## src/rtl/aes_ct_collector.sv

```systemverilog
// Ciphertext collector: buffers aes_128 results plus CED tags in a FIFO and streams them byte-serially.
// Optional AES_CT_FAULT_DROP_EN: faulty captures are discarded (counted in overflow_count), out_fault tied 0.
module aes_ct_collector #(
   parameter int unsigned DEPTH = 4
) (
   input  logic                  clock,
   input  logic                  reset,
   input  logic [3:0][3:0][7:0]  ciphertext,
   input  logic                  done,
   input  logic                  fault_detected,
   input  logic [3:0]            fault_location,
   output logic [7:0]            out_byte,
   output logic                  out_valid,
   input  logic                  out_ready,
   output logic                  out_last,
   output logic                  out_fault,
   output logic [3:0]            out_loc,
   output logic                  full,
   output logic [7:0]            overflow_count
);
   localparam int unsigned PW      = $clog2(DEPTH);
   localparam logic [PW:0] PTR_ONE = (PW+1)'(1);

   typedef enum logic {S_IDLE, S_STREAM} state_t;
   typedef logic [15:0][7:0] entry_t;

   entry_t      r_mem       [DEPTH];
   logic        r_mem_fault [DEPTH];
   logic [3:0]  r_mem_loc   [DEPTH];
   logic [PW:0] r_wr_ptr, r_rd_ptr;
   logic        r_done_q, r_armed;
   logic [7:0]  r_ovf;
   state_t      r_state;
   logic [3:0]  r_cnt;
   logic [7:0]  r_out_byte;
   logic        r_out_valid, r_out_last, r_out_fault;
   logic [3:0]  r_out_loc;

   entry_t      w_cap_data, w_head, w_nxt_data;
   logic        w_full, w_empty, w_cap, w_drop_fault, w_cap_fault;
   logic        w_push, w_lost, w_more, w_bypass, w_nxt_fault;
   logic [3:0]  w_nxt_loc, w_cnt_nxt;
   logic [PW:0] w_rd_nxt;

   // Stream byte k is ciphertext[3 - k%4][3 - k/4]
   always_comb begin
      w_cap_data = '0;
      for (int unsigned k = 0; k < 16; k++)
         w_cap_data[4'(k)] = ciphertext[2'(3 - (k % 4))][2'(3 - (k / 4))];
   end

`ifdef AES_CT_FAULT_DROP_EN
   assign w_drop_fault = fault_detected;
   assign w_cap_fault  = 1'b0;
`else
   assign w_drop_fault = 1'b0;
   assign w_cap_fault  = fault_detected;
`endif

   assign w_full    = (r_wr_ptr[PW] != r_rd_ptr[PW]) && (r_wr_ptr[PW-1:0] == r_rd_ptr[PW-1:0]);
   assign w_empty   = (r_wr_ptr == r_rd_ptr);
   // r_armed blocks a done that was already high when reset released
   assign w_cap     = done & ~r_done_q & r_armed;
   assign w_push    = w_cap & ~w_full & ~w_drop_fault;
   assign w_lost    = w_cap & (w_full | w_drop_fault);
   assign w_rd_nxt  = r_rd_ptr + PTR_ONE;
   assign w_more    = (r_wr_ptr != w_rd_nxt) | w_push;
   assign w_cnt_nxt = r_cnt + 4'd1;
   assign w_head    = r_mem[r_rd_ptr[PW-1:0]];

   // Entry written this cycle becomes the next head: forward it so back-to-back streaming has no bubble
   assign w_bypass    = w_push & (r_wr_ptr == w_rd_nxt);
   assign w_nxt_data  = w_bypass ? w_cap_data     : r_mem[w_rd_nxt[PW-1:0]];
   assign w_nxt_fault = w_bypass ? w_cap_fault    : r_mem_fault[w_rd_nxt[PW-1:0]];
   assign w_nxt_loc   = w_bypass ? fault_location : r_mem_loc[w_rd_nxt[PW-1:0]];

   always_ff @(posedge clock) begin
      if (w_push) begin
         r_mem[r_wr_ptr[PW-1:0]]       <= w_cap_data;
         r_mem_fault[r_wr_ptr[PW-1:0]] <= w_cap_fault;
         r_mem_loc[r_wr_ptr[PW-1:0]]   <= fault_location;
      end
   end

   always_ff @(posedge clock) begin
      if (!reset) begin
         r_wr_ptr <= '0;
         r_done_q <= 1'b0;
         r_armed  <= 1'b0;
         r_ovf    <= '0;
      end else begin
         r_done_q <= done;
         r_armed  <= 1'b1;
         if (w_push)
            r_wr_ptr <= r_wr_ptr + PTR_ONE;
         if (w_lost && r_ovf != 8'hFF)
            r_ovf <= r_ovf + 8'd1;
      end
   end

   always_ff @(posedge clock) begin
      if (!reset) begin
         r_state     <= S_IDLE;
         r_rd_ptr    <= '0;
         r_cnt       <= '0;
         r_out_byte  <= '0;
         r_out_valid <= 1'b0;
         r_out_last  <= 1'b0;
         r_out_fault <= 1'b0;
         r_out_loc   <= '0;
      end else begin
         case (r_state)
            S_IDLE: begin
               if (!w_empty) begin
                  r_state     <= S_STREAM;
                  r_cnt       <= '0;
                  r_out_valid <= 1'b1;
                  r_out_byte  <= w_head[0];
                  r_out_last  <= 1'b0;
                  r_out_fault <= r_mem_fault[r_rd_ptr[PW-1:0]];
                  r_out_loc   <= r_mem_loc[r_rd_ptr[PW-1:0]];
               end
            end
            S_STREAM: begin
               if (out_ready) begin
                  if (r_cnt == 4'd15) begin
                     r_rd_ptr   <= w_rd_nxt;
                     r_cnt      <= '0;
                     r_out_last <= 1'b0;
                     if (w_more) begin
                        r_out_byte  <= w_nxt_data[0];
                        r_out_fault <= w_nxt_fault;
                        r_out_loc   <= w_nxt_loc;
                     end else begin
                        r_state     <= S_IDLE;
                        r_out_valid <= 1'b0;
                        r_out_byte  <= '0;
                        r_out_fault <= 1'b0;
                        r_out_loc   <= '0;
                     end
                  end else begin
                     r_cnt      <= w_cnt_nxt;
                     r_out_byte <= w_head[w_cnt_nxt];
                     r_out_last <= (r_cnt == 4'd14);
                  end
               end
            end
            default: r_state <= S_IDLE;
         endcase
      end
   end

   assign out_byte       = r_out_byte;
   assign out_valid      = r_out_valid;
   assign out_last       = r_out_last;
   assign out_fault      = r_out_fault;
   assign out_loc        = r_out_loc;
   assign full           = w_full;
   assign overflow_count = r_ovf;
endmodule

```

## config.mk

```make
export PLATFORM = sky130hd
export DESIGN_NAME = aes_ct_collector
export DESIGN_NICKNAME = d
export VERILOG_FILES = /design/src/rtl/aes_ct_collector.sv
export SDC_FILE = /design/constraint.sdc
export NUM_CORES = 1
export LEC_CHECK = 0
export BUFFER_PORTS_ARGS = -buffer_cell sky130_fd_sc_hd__buf_2
export CAP_MARGIN = 20
export CORE_UTILIZATION = 35
export DETAILED_ROUTE_END_ITERATION = 6
export SLEW_MARGIN = 20
export SYNTH_ARGS = -nofsm -noshare
export SYNTH_HDL_FRONTEND = slang
export SYNTH_SLANG_ARGS = --single-unit
```

## constraint.sdc

```tcl
create_clock -name clock -period 5.15 [get_ports clock]
set_input_delay 0.2575 -clock clock [delete_from_list [all_inputs] [get_ports clock]]
set_output_delay 0.2575 -clock clock [all_outputs]
set_load 0.02 [all_outputs]
```

Word-level counts from Yosys, hierarchy flattened:

Memory sizes are Yosys's and may differ from the RTL's. A register that Yosys moved wholly into a read port is not among the register bits.
Cells that the tools add are included.

* add/sub/neg operators: 4
* magnitude comparators: 1
* eq/ne operators: 12
* multiplexer cells: 47
* bitwise gates (word level): 9
* reductions and logical operators: 6

Operators by type and width (number)
* $mux W8: 6
* $bmux W8 S4: 1
* $mux W4: 8
* $mux W1: 19
* $pmux W4 S2: 2
* $pmux W8 S2: 1
* $mux W2: 6
* $add A8 B1 Y8 const B: 1
* $eq A4 B4 Y1 const B: 2
* $ne A8 B8 Y1 const B: 1
* $pmux W1 S2: 4
* $add A3 B1 Y3 const B: 2
* $eq A3 B3 Y1: 2
* $ne A2 B2 Y1 const B: 3
* $reduce_and A3 Y1: 2
* $and A1 B1 Y1: 5
* $lt A4 B5 Y1 const B: 1
* $add A4 B1 Y4 const B: 1
* $reduce_and A4 Y1: 1
* $ne A3 B3 Y1: 1
* $not A1 Y1: 3
* $eq A2 B2 Y1: 1
* $logic_and A1 B1 Y1: 2
* $ne A2 B1 Y1 const B: 1
* other kinds (3): 3

* flip-flop bits (word level): 36
* memory bits (writable): 532
* input port bits: 137
* logic and storage cells: 94
* memories: 3

Memories
* r_mem: depth 4, bits a word 128, read ports 2, clocked after memory_dff 1, wr ports 1, RTL line 27 `entry_t r_mem [DEPTH];`
* r_mem_loc: depth 4, bits a word 4, read ports 2, clocked after memory_dff 1, wr ports 1, RTL line 29 `logic [3:0] r_mem_loc [DEPTH];`
* r_mem_fault: depth 4, bits a word 1, read ports 2, clocked after memory_dff 1, wr ports 1, RTL line 28 `logic r_mem_fault [DEPTH];`

Depth between registers and ports, before layout:

Gate-level depths: netlist of the first run.

* depth after elaboration: 10
* mapped depth: 11
* gate-level depth less buffers: 7

Worst setup path after synthesis of the first run:

Ideal clock, no wire load.

* kind: register -> register
* start point: register r_rd_ptr[0]
* end point: memory r_mem[3][0] (netlist name) (enable)
* arrival time: 4.185 ns
* required time: 4.640 ns
* slack: 0.456 ns
* cell stages (with the launch flop): 5
* buffers on the path: 1
* cell sequence: dfxtp_1 -> buf_4 -> xor2_2 -> o31a_1 -> and2_1

* longest elaborated chain between the ends: 6

Ends and longest elaborated chain
* start, declared: RTL line 30 `logic [PW:0] r_wr_ptr, r_rd_ptr;`
* start signal, assigned: RTL line 127 `r_rd_ptr <= w_rd_nxt;`
* $eq A2 B2 Y1: RTL line 60 `assign w_full = (r_wr_ptr[PW] != r_rd_ptr[PW]) && (r_wr_ptr[PW-1:0] == r_rd_ptr[PW-1:0]);`
* $logic_and A1 B1 Y1: RTL line 60
* $not A1 Y1: RTL line 64 `assign w_push = w_cap & ~w_full & ~w_drop_fault;`
* $and A1 B1 Y1: RTL line 64
* $mux W1: RTL line 78 `if (w_push) begin`
* $mux W1 (not written as such): RTL line 79 `r_mem[r_wr_ptr[PW-1:0]] <= w_cap_data;`
* end, declared: RTL line 27

No other way between the ends.

Worst setup path in the final report of the first run:

* start point: register r_rd_ptr[0]
* end point: register r_out_byte[5] (netlist: out_byte[5])

RTL lines
* $add A3 B1 Y3 (*): RTL line 66 `assign w_rd_nxt = r_rd_ptr + PTR_ONE;`
* named net w_rd_nxt[1]: RTL line 43 `logic [PW:0] w_rd_nxt;`
* $eq A3 B3 Y1: RTL line 72 `assign w_bypass = w_push & (r_wr_ptr == w_rd_nxt);`
* $and A1 B1 Y1: RTL line 72
* $mux W8: RTL line 73 `assign w_nxt_data = w_bypass ? w_cap_data : r_mem[w_rd_nxt[PW-1:0]];`
* $mux W8 (*): RTL line 130 `if (w_more) begin`
* $mux W8 (*): RTL line 126 `if (r_cnt == 4'd15) begin`
* $mux W8 (*): RTL line 125 `if (out_ready) begin`
* $pmux W8 S2 (*): RTL line 112 `case (r_state)`
* end signal, assigned: RTL line 118 `r_out_byte <= w_head[0];`
* end signal, assigned: RTL line 131 `r_out_byte <= w_nxt_data[0];`
* end signal, assigned: RTL line 143 `r_out_byte <= w_head[w_cnt_nxt];`
* end, declared: RTL line 35 `logic [7:0] r_out_byte;`

Mark *: on every way through the listed nets, which the timed path passes. The rest lies on a longest branch. The select of a mux whose other input is x is not followed.
A chain may end at the register's enable or synchronous reset.

==> metrics.md, run 1 <==
| Metric | Value |
|---|---|
| Final Worst Setup Slack | 1.58 ns |
| Initial DRC count | 919 |
| CTS Buf Count | 59 |
| Number of buffers on the longest clock path | 3 |
| Slew headroom | 32.6% |
| Most used flip-flop cell after synthesis | edfxtp_1 |
| Commonest cells post-synth | edfxtp_1 (532), mux4_2 (114), mux2i_1 (108), nand2_1 (51), dfxtp_1 (38) |
| I/O pin total | 161 |
| Final hold vios | 0 |
| Max-Cap Viols | 0 |
| Root Buffer | clkbuf_16 |
| Initial DRT Pass Iterations | 7 |
| Final worst-path cycle share | 69.3% |
| CP max stage cell | dfxtp_1 |
| HP Class | input pin to register |
| Fmax | 280 MHz |
| Clock Latency Late Sink | 0.64 ns |
| Crit-path leading delay family | compound AO/OA/AOI/OAI gates |
| Vias | 12000 |
| Syn. warnings | 0 |
| Setup CP Type | register to register |
| Startpoint types | register |
| Synthesized area | 22800 µm² |
| Sink Count | 570 |
| Layout area overhead | 21.8% |
| Clock slew at reported path FFs | 0.06 ns |
| Antenna viol nets, final | 0 |
| Inst Count DP | 2125 |
| Largest fanout on the critical path | 16 |
| Violated checks | DRC |
| Leak | 0.00918 µW |
| Cell depth of the worst hold path | 4 |
| Row count | 93 |
| Pins over their slew limit | 0 |
| Worst-margin pin slew | 1.01 ns |
| Slowest stage delay, CP | 0.95 ns |
| Drt drc | 4 |
| Via density | 5.07 |
| Vias in the first global route | 12300 |
| Post-synthesis sequential area ratio | 73.5% |
| Syn Inst Count | 1155 |
| CTS tree | built |
| Die width | 257 µm |
| VDD IR-drop max | 0.319 mV |
| WHS Endpoint | r_cnt[2] |
| Flops & latches, synth | 570 |
| Status | finished, violations left |
| Power per cell area | 352 nW/µm² |
| Routed WL per cell | 22.6 µm |
| Pre-CTS setup slack | 1.61 ns |
| Largest net degree at the start of global routing | 73 |
| FF-to-FF End | out_byte[5] |
| CTS HTree Levels | 2 |
| Routed WL | 53700 µm |
| GRT Residual Overflow | 0 |
| Die ar. | 66100 µm² |
| Nets | 1610 |
| R2R depth | 7 |
| Fillcell total | 5599 |
| Worst R2R Start | r_rd_ptr[0] |
| Port Buf Inserts | 160 |
| Syn Area/Cell | 19.7 µm² |
| Post-synth EDFFs | 532 |
| CP cell instances | ha_1 > xnor2_1 > nand3_2 > o211ai_2 > o22ai_1 > a221oi_2 > nor2_1 |
| Area of the core | 64300 µm² |
| Endpoints failing setup | 0 |
| Share of the synthesized area in the top cell type | 70.1% |
| Final critical-path required period | 3.57 ns |
| GRT Overall Usage | 16.1% |
| Dpl hpwl | 33900 µm |
| Register area | 16700 µm² |
| R2R Setup Slk | 1.58 ns |
| Post-Route Setup TNS | 0 ns |
| Hold_sp | out_ready |
| Syn nets | 1300 |
| Synth area leader | edfxtp_1 |
| Post-synth ARST share | 0% |
| Critical Path RT | 5.66 ns |
| Synth cell types | 52 |
| Clk_skew | 0.0300 ns |
| Worst hold slack | 0.0961 ns |
| Initial Util | 35.4% |
| Buffer and inverter count on the worst path | 0 |
| Most common cell in the netlist | edfxtp_1 |
| Critical Path Source | r_rd_ptr[0] |
| Final cell count without fillers | 2372 |
| Overall die height | 257 µm |
| First-pass GRT wire length | 78700 µm |
| Type of destination of the critical path | register |
| Area of the multi-input gates | 5670 µm² |
| Ratio of cells with drive above 1 in the final layout | 27.6% |
| Largest cells by area after synthesis | edfxtp_1 (70%), mux4_2 (11%), mux2i_1 (4.7%) |
| RSZ-0062 raised after global routing | no |
| Antenna violations before repair | 7 |
| Worst EP arrival | 4.08 ns |
| GP Congestion | 0.841 |
-- cells in the final DEF (no fill, tap or decap), types with 3 or more instances in the layout --
master and instances:
a21oi_1 17, a221oi_1 21, a221oi_2 8, a22oi_1 16, and2_1 13, and2_4 4, and3_1 3, buf_12 7
buf_2 160, buf_4 10, bufinv_16 3, clkbuf_1 8, clkbuf_16 59, clkinv_1 16, clkinv_2 12, clkinv_4 3
clkinvlp_4 3, dfxtp_1 36, diode_2 3, dlygate4sd3_1 134, edfxtp_1 532, ha_1 8, inv_1 6, inv_6 3
mux2_2 15, mux2i_1 108, mux4_2 114, nand2_1 51, nand3_1 34, nand4_1 5, nor2_1 24, nor2b_1 8
nor3_1 4, o221ai_1 8, o22ai_1 7, o32ai_1 5, xnor2_1 10, xor2_1 7
-- timing repair --
action	in CTS	in global routing
endpoints found under the hold margin	533	0
hold buffers	134	0
buffers inserted	0	0
resized for setup	0	0
-- per-stage QoR --
step / utilization [%] / cell area, µm² / power [µW]
after floorplan: - / 22800 / 5500
after global placement: 38.1 / 24500 / 5720
after detailed placement: 38.1 / 24500 / 5730
after CTS: 43.1 / 27700 / 9860
after global routing: 43.1 / 27700 / 10100
final: 43.1 / 27700 / 9770
-- sequential cells by signal (all words and copies together) (netlist names), named ones only --
register	cells
r_mem	512
r_mem_loc	16
out_byte	8
overflow_count	8
out_loc	4
r_cnt	4
r_mem_fault	4
r_rd_ptr	3
r_wr_ptr	3
out_fault	1
out_last	1
out_valid	1
r_armed	1
r_done_q	1
r_state	1
-- tightest hold or removal path, cell delays in order --
cell,delay (ns)
buf_2,0.17
nand2_1,0.09
nand2_1,0.07
a31oi_1,0.08
-- kinds of logic after synthesis --
kind of cell	synth area share, %
adders and majority gates	0.439
AOI/OAI and AO/OA	3.39
DFF	73.5
xor gates and xnor gates	0.895
buffers and inverters	1.72
muxes	16.8
and+or+nand+nor	3.33
-- cell type report --
type,count,area share [%]
multi-input combinational,516,20.4
clock inverter,43,1.30
inverter,7,0.0947
antenna,3,0.0271
tap,855,3.86
timing repair buffer,311,8.50
clock buffer,67,5.43
sequential,570,60.4
-- per-layer routing --
metal | vias up | share of wire, % | track usage (%) | wire length, µm
met5 | - | 0.13 | 0 | 69
met4 | 10 | 2.6 | 5.06 | 1370
met3 | 81 | 7.3 | 4.44 | 3930
met2 | 376 | 47 | 25.7 | 25400
met1 | 6184 | 43 | 21.2 | 23000
li1 | 5384 | - | - | -
-- worst max path at each step --
stage / endpoint / slack [ns] / cells past startpoint
2_1_floorplan: r_mem[3][0] / 0.46 / 4
3_3_place_gp: out_byte[2] / 1.64 / 7
3_5_place_dp: out_byte[5] / 1.61 / 7
4_1_cts: out_byte[5] / 1.58 / 7
5_1_grt: out_byte[5] / 1.34 / 7
6_report: out_byte[5] / 1.58 / 7
-- report_power, final --
part	internal, µW	total, µW	switching [µW]
Sequential	5160	5200	47.2
Clock	2270	4060	1790
Combinational	216	513	297
Total	7640	9770	2130
No activity file was read; power rests on OpenSTA's default activity.
==> run 2: changes to the inputs <==
Settings changed: ABC_AREA set to 1.
Clock period 5.15 ns to 3.1 ns, I/O delays scaled along.
==> run 2 against run 1 <==
Effect of this change: the run now ends clean; power rose by 76%; die area rose by 4.2%; critical path depth did not move; wire length rose by 20%; design area rose by 4.4%; non-clock buffer count rose by 28.
==> metrics.md, run 2 <==
| Metric | Value |
|---|---|
| Status | complete, no violations |
| CTS HTree Levels | 2 (unchanged) |
| WL met1 | 28800 µm (+25%) |
| I/O pin total | 161 (unchanged) |
| Dpl hpwl | 39700 µm (+17%) |
| CP most frequent cell | nand2_2 |
| Antenna viol nets, final | 0 (unchanged) |
| GP Congestion | 0.899 (+6.9%) |
| CP max stage cell | nor2_4 |
| Startpoint types | register |
| Slowest stage delay, CP | 0.76 ns (-0.19 ns) |
| Antenna violations before repair | 8 (+1) |
| Syn Area/Cell | 11.2 µm² (-43%) |
| Largest fanout on the critical path | 33 (+17) |
| Initial DRT Pass Iterations | 5 (-2) |
| Port Buf Inserts | 160 (unchanged) |
| Pre-CTS setup slack | 0.493 ns (-1.11 ns) |
| Setup Buffers After CTS | 0 (unchanged) |
| Routed WL per cell | 19.4 µm (-14%) |
| RSZ-0062 raised after global routing | no |
| Clock slew at reported path FFs | 0.06 ns (about the same) |
| Commonest non-fill, non-tap cell in the layout | nand2_1 |
| Flops & latches, synth | 570 (unchanged) |
| CTS Buf Count | 61 (+3.4%) |
| Root Buffer | clkbuf_16 |
| Final worst-path cycle share | 85.9% (+17 points) |
| Max reg flops | 512 (unchanged) |
| Largest net degree at the start of global routing | 191 (+160%) |
| Syn. warnings | 0 (unchanged) |
| Top sig layer | met5 |
| Share of the synthesized area in the top cell type | 67.3% (-2.9 points) |
| Met2 wire len | 30400 µm (+20%) |
| Pins over their slew limit | 0 (unchanged) |
| VDD IR-drop max | 0.505 mV (+58%) |
| Syn nets | 2270 (+75%) |
| Met3 wire len | 3890 µm (-0.99%) |
| CP cell instances | inv_4 > nand2_2 > nand2_2 > nand3_2 > nand2_4 > nor2_4 > buf_12 |
| Routed WL | 64500 µm (+20%) |
| Commonest cells post-synth | nand2_1 (732), edfxtp_1 (532), nand3_1 (434), buf_2 (49), a21oi_1 (46) |
| Sink Count | 570 (unchanged) |
| Final hold vios | 0 (unchanged) |
| Initial DRC count | 1470 (+60%) |
| Worst-margin pin slew | 0.924 ns (-0.0859 ns) |
| Die width | 262 µm (+2.1%) |
| Post-synth ARST share | 0% (unchanged) |
| Largest cells by area after synthesis | edfxtp_1 (67%), nand2_1 (12%), nand3_1 (9.1%) |
| Type of destination of the critical path | register |
| Critical Path RT | 3.40 ns (-2.26 ns) |
| Vias | 16900 (+41%) |
| Drt drc | 0 (-4) |
| Most used flip-flop cell after synthesis | edfxtp_1 |
| Worst hold slack | 0.210 ns (+0.114 ns) |
| Endpoints failing setup | 0 (unchanged) |
| Overall die height | 262 µm (+2.1%) |
| Via density | 5.09 (+0.35%) |
| Die ar. | 68900 µm² (+4.2%) |
| Layout area overhead | 22.0% |
| Final Worst Setup Slack | 0.436 ns (-1.15 ns) |
| GRT Residual Overflow | 0 (unchanged) |
| Synth area leader | edfxtp_1 |
| CTS tree | built |
| Power per cell area | 593 nW/µm² (+68%) |
| Fmax | 375 MHz (+34%) |
| Slew headroom | 38.3% (+5.7 points) |
| Clk_skew | 0.0274 ns (-0.00264 ns) |
| Initial Util | 35.4% (-0.041 points) |
| HP Class | input pin to register |
| Most frequent cells in the layout | nand2_1 (730), edfxtp_1 (532), nand3_1 (434) |
| First-pass GRT wire length | 99600 µm (+27%) |
| Number of buffers on the longest clock path | 3 (unchanged) |
| Synth cell types | 38 (-27%) |
| Setup CP Type | register to register |
| GRT Overall Usage | 18.6% (+2.6 points) |
| Synthesized area | 23700 µm² (+4.2%) |
| Row count | 95 (+2.2%) |
| Area of the core | 67200 µm² (+4.4%) |
| Worst EP arrival | 2.97 ns (-1.11 ns) |
| Clock Latency Late Sink | 0.62 ns (-0.02 ns) |
| Nets | 2546 (+58%) |
| Max-Cap Viols | 0 (unchanged) |
| Final critical-path required period | 2.66 ns (-0.904 ns) |
| Post-synth EDFFs | 532 (unchanged) |
| Most common cell in the netlist | nand2_1 |
| Vias in the first global route | 16500 (+34%) |
| Leak | 0.0108 µW (+17%) |
| Post-synthesis sequential area ratio | 70.5% (-3.0 points) |
| Ratio of cells with drive above 1 in the final layout | 13.6% (-14 points) |
| Syn Inst Count | 2125 (+84%) |
## run 2: changes by cell type after synthesis, moves of 16 or more
cell | previous run | this run
buf_4 | 7 | 28
clkbuf_1 | 19 | 37
a221oi_1 | 21 | 0
a21oi_1 | 17 | 46
buf_2 | 23 | 49
o21ai_0 | 2 | 43
and2_1 | 17 | 1
nand2_1 | 51 | 732
inv_1 | 6 | 39
nand3_1 | 34 | 434
mux2i_1 | 108 | 0
mux4_2 | 114 | 0
nor2_1 | 25 | 45
## run 2: power breakdown
part | internal [µW] | switching, µW | leakage, µW | total, µW
combinational | 475 | 887 | 0.00468 | 1360
clock | 4200 | 2930 | 0.000961 | 7130
sequential | 8590 | 90.5 | 0.00513 | 8680
total | 13300 | 3910 | 0.0108 | 17200
## run 2: final cells by class
cell class | instances | area (µm²)
inverter | 48 | 190
clock buffer | 75 | 1620
fill | 6157 | 38200
multi-input combinational | 1381 | 6220
timing repair buffer | 339 | 2750
sequential | 570 | 16700
clock inverter | 35 | 340
tap | 873 | 1090
antenna | 4 | 10.0
## run 2: worst paths after layout
check                            startpoint           end  slack [ns]  depth (start not counted)
worst max-delay path            r_rd_ptr[0]  r_mem[0][39]        0.44                          7
worst min-delay path              out_ready   out_byte[5]        0.21                          6
worst max register to register  r_rd_ptr[0]  r_mem[0][39]        0.44                          7
worst min register to register    out_valid     out_valid        0.51                          2
## run 2: repair_timing
action                     in CTS  in global routing
hold endpoints to repair      539                  0
gates resized for setup         0                  0
hold buffers                  135                  0
setup endpoints to repair       0                  0
## run 2: per-layer routing
layer | vias up | track usage, %
li1 | 8000 | -
met1 | 8311 | 25.8
met2 | 517 | 30.0
met3 | 96 | 3.31
met4 | 6 | 5.56
met5 | - | 0
## run 2: through the flow
step                util (%)  power [µW]  TNS (ns)  area (µm²)  instances
finish                  43.1       17200         0       29000       3325
global route            43.1       17800         0       29000       3324
CTS                     43.1       17300         0       29000       3321
detailed placement      38.2       10000         0       25700       3076
global placement        38.2       10000         0       25700       3076
floorplan                  -        9460    -83.88       23800       2125
## run 2: logic make-up (layout without fill, tap and decap cells)
kind of cell / Yosys count / in the layout / synth area share (%)
fa+ha+maj: 8 / 8 / 0.421
other cells: 0 / 4 / 0
flops: 570 / 570 / 70.5
compound gates: 141 / 141 / 3.44
xor+xnor: 7 / 7 / 0.258
buf+inv: 174 / 497 / 3.49
simple gates: 1225 / 1225 / 21.9
## run 2: worst max-delay path, delay by kind of cell, from the launching register on
| family | cells | cell delay (ns) |
|---|---|---|
| DFF | 1 | 0.58 |
| and+or+nand+nor | 5 | 1.22 |
| buffers and inverters | 2 | 0.48 |
